[src/rtl/i2c_cmd_ctrl.sv]
`default_nettype none
// ============================================================================
// Module   : i2c_cmd_ctrl
// Purpose  : Queues host I2C commands, sequences them into an I2C master and
//            queues one {ack-error, byte} result per command, in order.
// Option   : I2C_CMD_ERR_CNT_EN enables the saturating ack-error counter.
// Revision : 1.0 - initial release
// ============================================================================
module i2c_cmd_ctrl #(
    parameter int CMD_DEPTH = 4,
    parameter int RX_DEPTH  = 4
) (
    input  logic       clk,
    input  logic       rst,
    input  logic       cmd_valid,
    output logic       cmd_ready,
    input  logic [6:0] cmd_addr,
    input  logic       cmd_op,
    input  logic [7:0] cmd_data,
    output logic       rx_valid,
    input  logic       rx_ready,
    output logic [7:0] rx_data,
    output logic       rx_err,
    output logic       m_newd,
    output logic [6:0] m_addr,
    output logic       m_op,
    output logic [7:0] m_din,
    input  logic [7:0] m_dout,
    input  logic       m_busy,
    input  logic       m_ack_err,
    input  logic       m_done,
    output logic       idle,
    output logic [7:0] err_cnt
);

    localparam int CW = $clog2(CMD_DEPTH);
    localparam int RW = $clog2(RX_DEPTH);

    typedef enum logic [2:0] {
        S_IDLE      = 3'd0,
        S_ISSUE     = 3'd1,
        S_WAIT_BUSY = 3'd2,
        S_WAIT_DONE = 3'd3,
        S_STORE     = 3'd4
    } state_t;

    state_t state_q, state_d;

    // Command FIFO: {addr, op, data}; pointers carry an extra wrap bit.
    logic [15:0] cmd_mem_q [CMD_DEPTH];
    logic [CW:0] cmd_wr_q, cmd_rd_q;
    logic        cmd_empty, cmd_full, cmd_push, cmd_pop;

    assign cmd_empty = (cmd_wr_q == cmd_rd_q);
    assign cmd_full  = (cmd_wr_q[CW] != cmd_rd_q[CW]) &&
                       (cmd_wr_q[CW-1:0] == cmd_rd_q[CW-1:0]);
    assign cmd_ready = !cmd_full;
    assign cmd_push  = cmd_valid && !cmd_full;

    logic [8:0]  rx_mem_q [RX_DEPTH];
    logic [RW:0] rx_wr_q, rx_rd_q;
    logic        rx_empty, rx_full, rx_push, rx_pop;

    assign rx_empty = (rx_wr_q == rx_rd_q);
    assign rx_full  = (rx_wr_q[RW] != rx_rd_q[RW]) &&
                      (rx_wr_q[RW-1:0] == rx_rd_q[RW-1:0]);
    assign rx_valid = !rx_empty;
    assign rx_pop   = rx_valid && rx_ready;
    // Gate the head so outputs read zero while the FIFO is empty.
    assign rx_data  = rx_empty ? 8'h00 : rx_mem_q[rx_rd_q[RW-1:0]][7:0];
    assign rx_err   = rx_empty ? 1'b0  : rx_mem_q[rx_rd_q[RW-1:0]][8];

    logic [6:0] m_addr_q, m_addr_d;
    logic       m_op_q, m_op_d;
    logic [7:0] m_din_q, m_din_d;
    logic       res_err_q, res_err_d;
    logic [7:0] res_byte_q, res_byte_d;

    assign m_addr = m_addr_q;
    assign m_op   = m_op_q;
    assign m_din  = m_din_q;
    assign m_newd = (state_q == S_ISSUE);
    assign idle   = cmd_empty && rx_empty && (state_q == S_IDLE);

    always_comb begin
        state_d    = state_q;
        m_addr_d   = m_addr_q;
        m_op_d     = m_op_q;
        m_din_d    = m_din_q;
        res_err_d  = res_err_q;
        res_byte_d = res_byte_q;
        cmd_pop    = 1'b0;
        rx_push    = 1'b0;
        case (state_q)
            S_IDLE: begin
                if (!cmd_empty) begin
                    cmd_pop  = 1'b1;
                    m_addr_d = cmd_mem_q[cmd_rd_q[CW-1:0]][15:9];
                    m_op_d   = cmd_mem_q[cmd_rd_q[CW-1:0]][8];
                    m_din_d  = cmd_mem_q[cmd_rd_q[CW-1:0]][7:0];
                    state_d  = S_ISSUE;
                end
            end
            S_ISSUE:     state_d = S_WAIT_BUSY;
            S_WAIT_BUSY: if (m_busy) state_d = S_WAIT_DONE;
            S_WAIT_DONE: begin
                if (m_done) begin
                    res_err_d  = m_ack_err;
                    res_byte_d = m_op_q ? m_dout : 8'h00;
                    state_d    = S_STORE;
                end
            end
            S_STORE: begin
                if (!rx_full) begin
                    rx_push = 1'b1;
                    state_d = S_IDLE;
                end
            end
            default: state_d = S_IDLE;
        endcase
    end

    always_ff @(posedge clk or negedge rst) begin
        if (!rst) begin
            state_q    <= S_IDLE;
            m_addr_q   <= 7'h00;
            m_op_q     <= 1'b0;
            m_din_q    <= 8'h00;
            res_err_q  <= 1'b0;
            res_byte_q <= 8'h00;
            cmd_wr_q   <= '0;
            cmd_rd_q   <= '0;
            rx_wr_q    <= '0;
            rx_rd_q    <= '0;
        end else begin
            state_q    <= state_d;
            m_addr_q   <= m_addr_d;
            m_op_q     <= m_op_d;
            m_din_q    <= m_din_d;
            res_err_q  <= res_err_d;
            res_byte_q <= res_byte_d;
            if (cmd_push) cmd_wr_q <= cmd_wr_q + {{CW{1'b0}}, 1'b1};
            if (cmd_pop)  cmd_rd_q <= cmd_rd_q + {{CW{1'b0}}, 1'b1};
            if (rx_push)  rx_wr_q  <= rx_wr_q + {{RW{1'b0}}, 1'b1};
            if (rx_pop)   rx_rd_q  <= rx_rd_q + {{RW{1'b0}}, 1'b1};
        end
    end

    // Storage arrays are not reset; emptiness is tracked by the pointers.
    always_ff @(posedge clk) begin
        if (cmd_push) cmd_mem_q[cmd_wr_q[CW-1:0]] <= {cmd_addr, cmd_op, cmd_data};
        if (rx_push)  rx_mem_q[rx_wr_q[RW-1:0]]   <= {res_err_q, res_byte_q};
    end

`ifdef I2C_CMD_ERR_CNT_EN
    logic [7:0] err_cnt_q;

    always_ff @(posedge clk or negedge rst) begin
        if (!rst) begin
            err_cnt_q <= 8'h00;
        end else if (rx_push && res_err_q && (err_cnt_q != 8'hFF)) begin
            err_cnt_q <= err_cnt_q + 8'd1;
        end
    end

    assign err_cnt = err_cnt_q;
`else
    assign err_cnt = 8'h00;
`endif

endmodule
`default_nettype wire

[config.mk]
export PLATFORM = sky130hd
export DESIGN_NAME = i2c_cmd_ctrl
export DESIGN_NICKNAME = d
export VERILOG_FILES = /design/src/rtl/i2c_cmd_ctrl.sv
export SDC_FILE = /design/constraint.sdc
export NUM_CORES = 1
export LEC_CHECK = 0
export CORE_MARGIN = 1.5
export CORE_UTILIZATION = 55
export DETAILED_ROUTE_END_ITERATION = 10
export GPL_TIMING_DRIVEN = 0
export PLACE_DENSITY_LB_ADDON = 0.12
export SETUP_SLACK_MARGIN = 0.3
export SLEW_MARGIN = 25
export SYNTH_ARGS = -nofsm -noshare
export SYNTH_HDL_FRONTEND = slang
export SYNTH_SLANG_ARGS = --single-unit
[constraint.sdc]
create_clock -name clk -period 4.8 [get_ports clk]
set_input_delay 0.96 -clock clk [delete_from_list [all_inputs] [get_ports clk]]
set_output_delay 0.96 -clock clk [all_outputs]
set_load 0.01 [all_outputs]
# After elaboration in Yosys (flattened, before gate mapping)
# Memories as Yosys holds them, arrays and structs flattened. A register that Yosys moved wholly into a read port is not among the register bits.
# Index checks and enable logic that the tools add are counted.
# W data, S select, Z words.
[op_classes]
addsub = 4
n_eq_ne = 14
muxes = 16
bitwise_logic = 1
reduce_logical = 13
[ops]
columns = ["cell", "n"]
rows = [
  ["$mux W8", 2],
  ["$pmux W3 S5", 1],
  ["$add A3 B1 Y3 const B", 4],
  ["$mux W3", 4],
  ["$mux W1", 9],
  ["$ne A2 B2 Y1 const B", 4],
  ["$eq A3 B2 Y1 const B", 2],
  ["$eq A3 B3 Y1", 2],
  ["$logic_and A1 B1 Y1", 6],
  ["$eq A2 B2 Y1", 2],
  ["$reduce_and A2 Y1", 2],
  ["$reduce_and A4 Y1", 1],
  ["$eq A3 B1 Y1 const B", 1],
  ["$eq A3 B3 Y1 const B", 1],
  ["$logic_not A1 Y1", 3],
  ["$logic_not A3 Y1", 1],
  ["$ne A1 B1 Y1", 2],
  ["$not A1 Y1", 1],
]
[totals]
register_bits = 24
mem_bits_rw = 100
in_bits = 31
elab_cells = 57
mem_count = 2
[memory_table]
columns = ["name", "depth", "word_bits", "read_ports", "rd_ports_with_merged_regs", "wr", "line", "rtl"]
rows = [
  ["cmd_mem_q", 4, 16, 1, 1, 1, "50", "logic [15:0] cmd_mem_q [CMD_DEPTH];"],
  ["rx_mem_q", 4, 9, 1, 0, 1, "60", "logic [8:0] rx_mem_q [RX_DEPTH];"],
]

# Logic depth before layout (Yosys ltp)
# Gate-level depths: netlist of the first run.
[depth]
word_depth = 6
depth_mapped = 6
ltp_nobuf = 4

# Worst setup path before layout of the first run
# No wires, ideal clock.
[synth_timing]
kind = "input to register"
start = "input cmd_valid"
end = "memory cmd_mem_q[3][0] (enable)"
arrival_ps = 1937
t_required_ps = 4398
slack_ps = 2461
stages = 2
path_buffers = 0
cell_sequence = "nand2_1 > a31oi_1"
[synth_via]
elab_chain_cells = 3
[synth_lines]
columns = ["element", "line", "rtl"]
rows = [
  ["start, declared", "15", "input logic cmd_valid,"],
  ["$logic_and A1 B1 Y1", "58", "assign cmd_push = cmd_valid && !cmd_full;"],
  ["$mux W1", "151", "if (cmd_push) cmd_mem_q[cmd_wr_q[CW-1:0]] <= {cmd_addr, cmd_op, cmd_data};"],
  ["$mux W1 (not written as such)", "151", ""],
  ["end, declared", "50", ""],
]
# No other way between the ends.

# Worst setup path after layout of the first run
[layout_timing]
start = "register rx_rd_q[2]"
end = "output idle"
[layout_via]
elab_chain_cells = 3
[layout_lines]
columns = ["element", "line", "rtl"]
rows = [
  ["start, declared", "61", "logic [RW:0] rx_wr_q, rx_rd_q;"],
  ["start signal, assigned", "145", "if (rx_pop) rx_rd_q <= rx_rd_q + {{RW{1'b0}}, 1'b1};"],
  ["$eq A3 B3 Y1", "64", "assign rx_empty = (rx_wr_q == rx_rd_q);"],
  ["$logic_and A1 B1 Y1 (2 in a row)", "83", "assign idle = cmd_empty && rx_empty && (state_q == S_IDLE);"],
  ["end, declared", "32", "output logic idle,"],
]
# No other way between the ends.

==> flow_metrics.env, run 1 <==
export IMPL_status="finished clean"
export IMPL_setup_worst_path_start_class="flip-flop"
export IMPL_period_needed_ps=3680
export IMPL_ant_nets=0
export IMPL_critPathRequiredTime_ps=3840
export IMPL_async_reset_ff_share_pct=28.6
export IMPL_netlist_instances=308
export IMPL_stdcell_area_um2=7140
export IMPL_whs_ps=445
export IMPL_r2r_end="cmd_mem_q[0][11]"
export IMPL_critical_path_slowest_cell="clkdlybuf4s50_1"
export IMPL_p_total_mw=4.80
export IMPL_hp_class="input port to asynchronous set/reset pin"
export IMPL_end_kind="primary output"
export IMPL_gp_congestion=0.726
export IMPL_nets=436
export IMPL_skew_ps=9.30
export IMPL_setup_viol=0
export IMPL_root_buffer="clkbuf_8"
export IMPL_via_per_inst=5.35
export IMPL_placementRows=36
export IMPL_die_x_um=105
export IMPL_pre_cts_slack_ps=1640
export IMPL_overflow=0
export IMPL_path_clk_slew_ps=60
export IMPL_finalCritPeriodShare_pct=76.8
export IMPL_ff_latch_area_um2=4000
export IMPL_start_util_pct=57.5
export IMPL_insertion_delay_ps=510
export IMPL_htree_num_levels=4
export IMPL_ys_seq_area_share_pct=70.3
export IMPL_rsz0062_at_grt="false"
export IMPL_vias=2894
export IMPL_diodes=0
export IMPL_finalMaxSlewViolations=0
export IMPL_worstPathArrival_ps=2720
export IMPL_synth_main_ff_cell="edfxtp_1"
export IMPL_hold_violations=0
export IMPL_grt_usage_pct=19.8
export IMPL_multiInputGateArea_um2=1570
export IMPL_cts_buffers=17
export IMPL_grt_pass1_wl_mm=16.0
export IMPL_dpl_cell_area_um2=6540
export IMPL_synth_cell_types=37
export IMPL_crit_start="rx_rd_q[2]"
export IMPL_io_pins=68
export IMPL_cts_resized=0
export IMPL_layout_setup_ws_ps=1120
export IMPL_finish_utilization_pct=72.0
export IMPL_max_stage_delay_ps=540
export IMPL_grt_pass1_vias=3106
export IMPL_die_area_um2=11000
export IMPL_yosys_warnings=0
export IMPL_power_density_nw_per_um2=672
export IMPL_synth_edff_count=100
export IMPL_reg2reg_depth=4
export IMPL_antenna_found_initial=0
export IMPL_reg2reg_from="cmd_rd_q[1]"
export IMPL_endpoint="idle"
export IMPL_path_class="flip-flop to primary output"
export IMPL_rrSetupSlack_ps=2430
export IMPL_crit_fanout=10
export IMPL_drc=0
export IMPL_slew_limit_headroom_pct=41.8
export IMPL_drive_gt1_share_pct=22.1
export IMPL_worst_slew_pin_slew_ps=873
export IMPL_cts_sinks=140
export IMPL_fmax_mhz=271
export IMPL_grt_max_degree=23
export IMPL_setup_tns_ps=0
export IMPL_final_instance_count_excl_fill=541
export IMPL_drt_iter0_markers=135
export IMPL_drt_wl_total_mm=9.81
export IMPL_p_leak_nw=2.66
export IMPL_chipHeight_um=105
export IMPL_ctsHoldBuffers=0
export IMPL_path_cells="xor2_1, nor3_1, clkbuf_1, and3_1, clkdlybuf4s50_1"
export IMPL_cts_path_max_buffers=2
export IMPL_dp_hpwl_mm=6.24
export IMPL_cts_setup_buffers=0
export IMPL_dp_cells=509
export IMPL_core_area_um2=9910
export IMPL_detail_route_wl_per_cell_um=18.1
export IMPL_area_growth_pct=25.4
export IMPL_numPortBuffers=59
export IMPL_drt_pass1_iter_count=5
export IMPL_cap_violations=0
export IMPL_cts_tree="done"
export IMPL_fillers=644
export IMPL_ir_drop_mv=0.333
export IMPL_synth_avg_cell_area_um2=18.5
export IMPL_synth_seq_cells=140
export IMPL_synth_area_um2=5690
## critical path: cells and delay by family (launching register included)
| family | cells | cell delay, ps |
|---|---|---|
| buffers and inverters | 2 | 1010 |
| AND/OR/NAND/NOR | 2 | 570 |
| flip-flops | 1 | 400 |
| XOR/XNOR | 1 | 240 |
## report_power, final
group          switching, mW  internal (mW)  total (mW)
combinational          0.754          0.886        1.64
sequential             0.200           1.67        1.87
clock                  0.477          0.809        1.29
total                   1.43           3.37        4.80
## cells in the final DEF (no fill, tap or decap), drive strengths merged
cell,synthesis,layout
bufinv,0,2
o21ai,10,10
nor2b,11,11
a21oi,1,1
buf,15,18
clkbuf,4,27
o311ai,1,1
clkdlybuf4s50,0,58
nor3b,1,1
a311o,1,1
mux4,25,25
conb,1,8
nor3,4,4
xor2,9,9
xnor2,9,9
nand2,17,17
edfxtp,100,100
o31a,1,1
ha,10,10
a31oi,3,3
mux2,21,21
o31ai,2,2
o311a,1,1
nand3,2,2
nand4b,1,1
and2,6,6
nor2,1,1
and3,2,2
or3b,1,1
dfrtp,40,40
inv,8,10
clkinvlp,0,3
clkinv,0,2
## routing by layer
| layer | vias up | track usage, % | part of all wire, % |
|---|---|---|---|
| li1 | 1338 | - | - |
| met1 | 1491 | 23.5 | 43 |
| met2 | 57 | 35.6 | 54 |
| met3 | 8 | 4.68 | 2.8 |
| met4 | 0 | 6.46 | 0.87 |
| met5 | - | 0 | 0 |
## cells in the mapped netlist (all sizes together) (2+ instances only)
master | count | area (um^2)
o21ai | 10 | 50.1
edfxtp | 100 | 3000
o31ai | 2 | 15.0
nand3 | 2 | 10.0
nor2b | 11 | 68.8
mux4 | 25 | 586
xor2 | 9 | 86.3
and2 | 6 | 37.5
mux2 | 21 | 270
ha | 10 | 125
and3 | 2 | 12.5
inv | 8 | 30.0
dfrtp | 40 | 1000
buf | 15 | 121
clkbuf | 4 | 15.0
a31oi | 3 | 25.0
nand2 | 17 | 63.8
xnor2 | 9 | 78.8
nor3 | 4 | 20.0
## kinds of logic (layout without fill, tap and decap cells)
group                      Yosys count  count (layout)  share of synthesized area, %
adders and majority gates           10              10                          2.20
buffers and inverters               27             120                          2.92
other                                1               8                        0.0659
AOI/OAI and AO/OA                   20              20                          2.33
DFF                                140             140                          70.3
xor gates and xnor gates            18              18                          2.90
and+or+nand+nor                     46              46                          4.24
muxes                               46              46                          15.0
## layout make-up
| cell class | count | area share, % |
|---|---|---|
| sequential | 140 | 56.1 |
| multi-input combinational | 148 | 21.9 |
| timing repair buffer | 61 | 8.97 |
| clock buffer | 23 | 6.82 |
| tap | 133 | 2.33 |
| buffer | 19 | 1.91 |
| clock inverter | 9 | 1.52 |
| inverter | 8 | 0.421 |
## worst min-delay path by stage
| stage | cells past startpoint | end |
|---|---|---|
| 2_1_floorplan | 1 | cmd_rd_q[2] |
| 3_3_place_gp | 1 | cmd_rd_q[2] |
| 3_5_place_dp | 1 | cmd_rd_q[2] |
| 4_1_cts | 1 | state_q[0] |
| 5_1_grt | 1 | rx_wr_q[2] |
| 6_report | 1 | rx_wr_q[2] |
## state kept, by name (all words and copies together), names as in the netlist
name        flops
cmd_mem_q      64
cmd_rd_q        3
cmd_wr_q        3
m_addr          7
m_din           8
m_op            1
res_byte_q      8
res_err_q       1
rx_mem_q       36
rx_rd_q         3
rx_wr_q         3
state_q         3
Power figures use the tool's default switching activity.
==> inputs of run 2 (changes only) <==
- clock period: 4.8 -> 3.5 ns (I/O delays scaled with it)
==> flow_metrics.env, run 2 (synthesis gave the netlist of run 1 again) <==
export IMPL_period_needed_ps=3080
export IMPL_io_pins=68
export IMPL_path_clk_slew_ps=60
export IMPL_hp_class="input port to asynchronous set/reset pin"
export IMPL_finalMaxSlewViolations=0
export IMPL_status="finished clean"
export IMPL_cts_sinks=140
export IMPL_insertion_delay_ps=510
export IMPL_detail_route_wl_per_cell_um=18.1
export IMPL_drt_wl_total_mm=9.81
export IMPL_die_x_um=105
export IMPL_pre_cts_slack_ps=595
export IMPL_htree_num_levels=4
export IMPL_antenna_found_initial=0
export IMPL_swShare_pct=29.8
export IMPL_finalCritPeriodShare_pct=88.1
export IMPL_p_total_mw=6.61
export IMPL_start_util_pct=57.5
export IMPL_path_class="flip-flop to primary output"
export IMPL_crit_fanout=10
export IMPL_slew_limit_headroom_pct=41.6
export IMPL_drc=0
export IMPL_worstPathArrival_ps=2380
export IMPL_drt_pass1_iter_count=4
export IMPL_ant_nets=0
export IMPL_gp_congestion=0.726
export IMPL_grt_max_degree=23
export IMPL_die_area_um2=11000
export IMPL_skew_ps=9.59
export IMPL_grt_pass1_vias=3106
export IMPL_hold_violations=0
export IMPL_dpl_cell_area_um2=6540
export IMPL_vias=2897
export IMPL_final_cell_mix="edfxtp_1, clkdlybuf4s50_1, dfrtp_1"
export IMPL_rsz0062_at_grt="false"
export IMPL_final_instance_count_excl_fill=541
export IMPL_root_buffer="clkbuf_8"
export IMPL_end_kind="primary output"
export IMPL_core_area_um2=9910
export IMPL_whs_ps=186
export IMPL_pwr_share_clk_pct=26.7
export IMPL_p_int_mw=4.63
export IMPL_worst_slew_pin_slew_ps=876
export IMPL_numPortBuffers=59
export IMPL_stdcell_area_um2=7160
export IMPL_cap_violations=0
export IMPL_switchingPower_mw=1.97
export IMPL_ctsHoldBuffers=0
export IMPL_finish_utilization_pct=72.2
export IMPL_dp_hpwl_mm=6.24
export IMPL_layout_setup_ws_ps=417
export IMPL_seq_power_share_pct=38.9
export IMPL_area_growth_pct=25.7
export IMPL_largest_reg_flops=64
export IMPL_setup_viol=0
export IMPL_cts_tree="done"
export IMPL_pwr_share_comb_pct=34.4
export IMPL_grt_usage_pct=19.8
export IMPL_grt_pass1_wl_mm=16.0
export IMPL_setup_tns_ps=0
export IMPL_cts_path_max_buffers=2
export IMPL_dp_cells=509
export IMPL_diodes=0
export IMPL_setup_worst_path_start_class="flip-flop"
export IMPL_overflow=0
export IMPL_placementRows=36
export IMPL_critPathRequiredTime_ps=2800
export IMPL_power_density_nw_per_um2=923
export IMPL_layout_commonest_cell="edfxtp_1"
export IMPL_fillers=640
export IMPL_ir_drop_mv=0.456
export IMPL_cts_buffers=17
export IMPL_via_per_inst=5.35
export IMPL_fmax_mhz=324
export IMPL_drive_gt1_share_pct=23.0
export IMPL_p_leak_nw=2.67
export IMPL_nets=436
export IMPL_chipHeight_um=105
export IMPL_drt_iter0_markers=135
==> run 2: what timing repair did <==
item | 4_1_cts | 5_1_grt
endpoints found under the setup margin | 10 | 11
resized for setup | 3 | 4
buffers inserted | 0 | 0
==> run 2: worst max-delay path, stage by stage, from the launching register on <==
cell             delay [ps]
dfrtp_1                 420
xor2_2                  240
nor3_2                  250
clkbuf_4                260
and3_1                  180
clkdlybuf4s50_1         540
==> run 2: final cells by class <==
| class | instances | area (um^2) | share of cell area, % |
|---|---|---|---|
| sequential | 140 | 4000 | 55.9 |
| multi-input combinational | 148 | 1580 | 22.0 |
| timing repair buffer | 61 | 641 | 8.95 |
| clock buffer | 23 | 487 | 6.80 |
| tap | 133 | 166 | 2.32 |
| buffer | 19 | 144 | 2.01 |
| clock inverter | 9 | 109 | 1.52 |
| inverter | 8 | 30.0 | 0.420 |
==> run 2: path summary, 6_finish.rpt <==
path / endpoint / cells past startpoint / slack, ps / start
worst max-delay path: idle / 5 / 420 / rx_rd_q[2]
worst min-delay path: rx_wr_q[2] / 1 / 190 / rst
worst max register to register: cmd_mem_q[0][11] / 4 / 1120 / cmd_rd_q[1]
worst min register to register: cmd_rd_q[2] / 1 / 490 / cmd_rd_q[2]
max in group asynchronous: m_din[5] / 2 / 2810 / rst
min in group clk: cmd_rd_q[2] / 1 / 490 / cmd_rd_q[2]
==> run 2: layer usage <==
layer	part of all wire (%)	vias to the layer above	track usage, %
met2	54	53	35.6
li1	-	1335	-
met3	2.6	9	4.68
met5	0	-	0
met4	0.93	0	6.46
met1	42	1500	23.5
==> run 2: power groups by stage <==
stage	Clock (mW)	Combinational (mW)	Sequential (mW)
after floorplan	0	1.42	2.56
after global placement	0	2.16	2.57
after detailed placement	0	2.27	2.59
after CTS	1.78	2.30	2.57
after global routing	1.85	2.48	2.62
final	1.76	2.27	2.57
==> inputs of run 3 (changes only) <==
- SLEW_MARGIN: 25 -> 20
==> flow_metrics.env, run 3 (synthesis gave the netlist of run 1 again) <==
export IMPL_layout_commonest_cell="edfxtp_1"
export IMPL_dp_cells=508
export IMPL_period_needed_ps=3060
export IMPL_max_stage_delay_ps=540
export IMPL_die_x_um=105
export IMPL_io_pins=68
export IMPL_drc=0
export IMPL_drt_pass1_iter_count=5
export IMPL_path_clk_slew_ps=60
export IMPL_p_total_mw=6.60
export IMPL_hold_violations=0
export IMPL_antenna_found_initial=0
export IMPL_die_area_um2=11000
export IMPL_diodes=0
export IMPL_p_leak_nw=2.65
export IMPL_largest_reg_flops=64
export IMPL_rsz0062_at_grt="false"
export IMPL_critical_path_slowest_cell="clkdlybuf4s50_1"
export IMPL_grt_usage_pct=20.2
export IMPL_grt_pass1_vias=3117
export IMPL_insertion_delay_ps=510
export IMPL_dp_hpwl_mm=6.23
export IMPL_ff_latch_area_um2=4000
export IMPL_dpl_cell_area_um2=6520
export IMPL_detail_route_wl_per_cell_um=18.5
export IMPL_ant_nets=0
export IMPL_fmax_mhz=327
export IMPL_setup_tns_ps=0
export IMPL_nets=435
export IMPL_pre_cts_slack_ps=628
export IMPL_final_instance_count_excl_fill=540
export IMPL_numPortBuffers=59
export IMPL_drt_wl_total_mm=9.98
export IMPL_path_cells="xor2_2, nor3_2, buf_4, and3_1, clkdlybuf4s50_1"
export IMPL_area_growth_pct=25.2
export IMPL_fillers=651
export IMPL_hp_class="input port to asynchronous set/reset pin"
export IMPL_gp_congestion=0.726
export IMPL_finalMaxSlewViolations=0
export IMPL_htree_num_levels=4
export IMPL_setup_worst_path_start_class="flip-flop"
export IMPL_crit_fanout=10
export IMPL_cts_path_max_buffers=2
export IMPL_via_per_inst=5.40
export IMPL_setup_viol=0
export IMPL_grt_pass1_wl_mm=16.2
export IMPL_finalCritPeriodShare_pct=87.3
export IMPL_path_class="flip-flop to primary output"
export IMPL_skew_ps=6.53
export IMPL_cap_violations=0
export IMPL_status="finished clean"
export IMPL_ctsHoldBuffers=0
export IMPL_placementRows=36
export IMPL_layout_setup_ws_ps=444
export IMPL_chipHeight_um=105
export IMPL_core_area_um2=9910
export IMPL_cts_setup_buffers=0
export IMPL_drive_gt1_share_pct=22.6
export IMPL_ir_drop_mv=0.486
export IMPL_final_cell_mix="edfxtp_1, clkdlybuf4s50_1, dfrtp_1"
export IMPL_end_kind="primary output"
export IMPL_drt_iter0_markers=112
export IMPL_start_util_pct=57.5
export IMPL_worstPathArrival_ps=2360
export IMPL_vias=2917
export IMPL_overflow=0
export IMPL_cts_buffers=17
export IMPL_stdcell_area_um2=7130
export IMPL_worst_slew_pin_slew_ps=888
export IMPL_critPathRequiredTime_ps=2800
export IMPL_multiInputGateArea_um2=1580
export IMPL_cts_tree="done"
export IMPL_grt_max_degree=23
export IMPL_power_density_nw_per_um2=926
export IMPL_cts_sinks=140
export IMPL_root_buffer="clkbuf_8"
export IMPL_slew_limit_headroom_pct=40.8
## run 3: worst paths after layout
check,start,to,slack [ps],cells past startpoint
min in group clk,cmd_rd_q[2],cmd_rd_q[2],490,1
setup / recovery,rx_rd_q[2],idle,440,5
hold reg to reg,cmd_rd_q[2],cmd_rd_q[2],490,1
hold / removal,rst,res_err_q,190,1
max in group asynchronous,rst,res_byte_q[3],2800,2
setup reg to reg,cmd_rd_q[1],cmd_mem_q[1][6],1100,4
## run 3: power breakdown
group	internal (mW)	leakage [nW]	switching [mW]
Clock	1.12	0.278	0.642
Sequential	2.29	1.40	0.278
Combinational	1.22	0.968	1.05
## run 3: area by class of cell
| cell class | instances | area share [%] |
|---|---|---|
| plain buffers | 19 | 2.07 |
| inverters | 8 | 0.421 |
| repair buffers | 60 | 8.60 |
| clock inverters | 11 | 2.00 |
| well taps | 133 | 2.33 |
| multi-input cells | 148 | 22.1 |
| clock buffers | 21 | 6.30 |
| flip-flops and latches | 140 | 56.2 |
## run 3: stage by stage
step / hold slack (ps) / util (%)
6_report: 189 / 72.0
2_1_floorplan: 404 / -
3_3_place_gp: 475 / 65.4
4_1_cts: 183 / 71.8
3_5_place_dp: 475 / 65.7
5_1_grt: 205 / 72.0
## run 3: critical path: cells and delay by family (launching register included)
family,cells,cell delay [ps]
buffers and inverters,2,760
AND/OR/NAND/NOR,2,430
XOR/XNOR,1,240
flip-flops,1,420
## run 3: repair_timing
action                     CTS  global route
pin swaps                    0             0
setup endpoints to repair   10            11
gates resized for setup      3             6
## run 3: layer usage
metal	track usage (%)	share of wire, %
met2	35.2	55
met4	6.85	0.59
met3	5.55	4.1
met5	0	0
met1	24.3	40
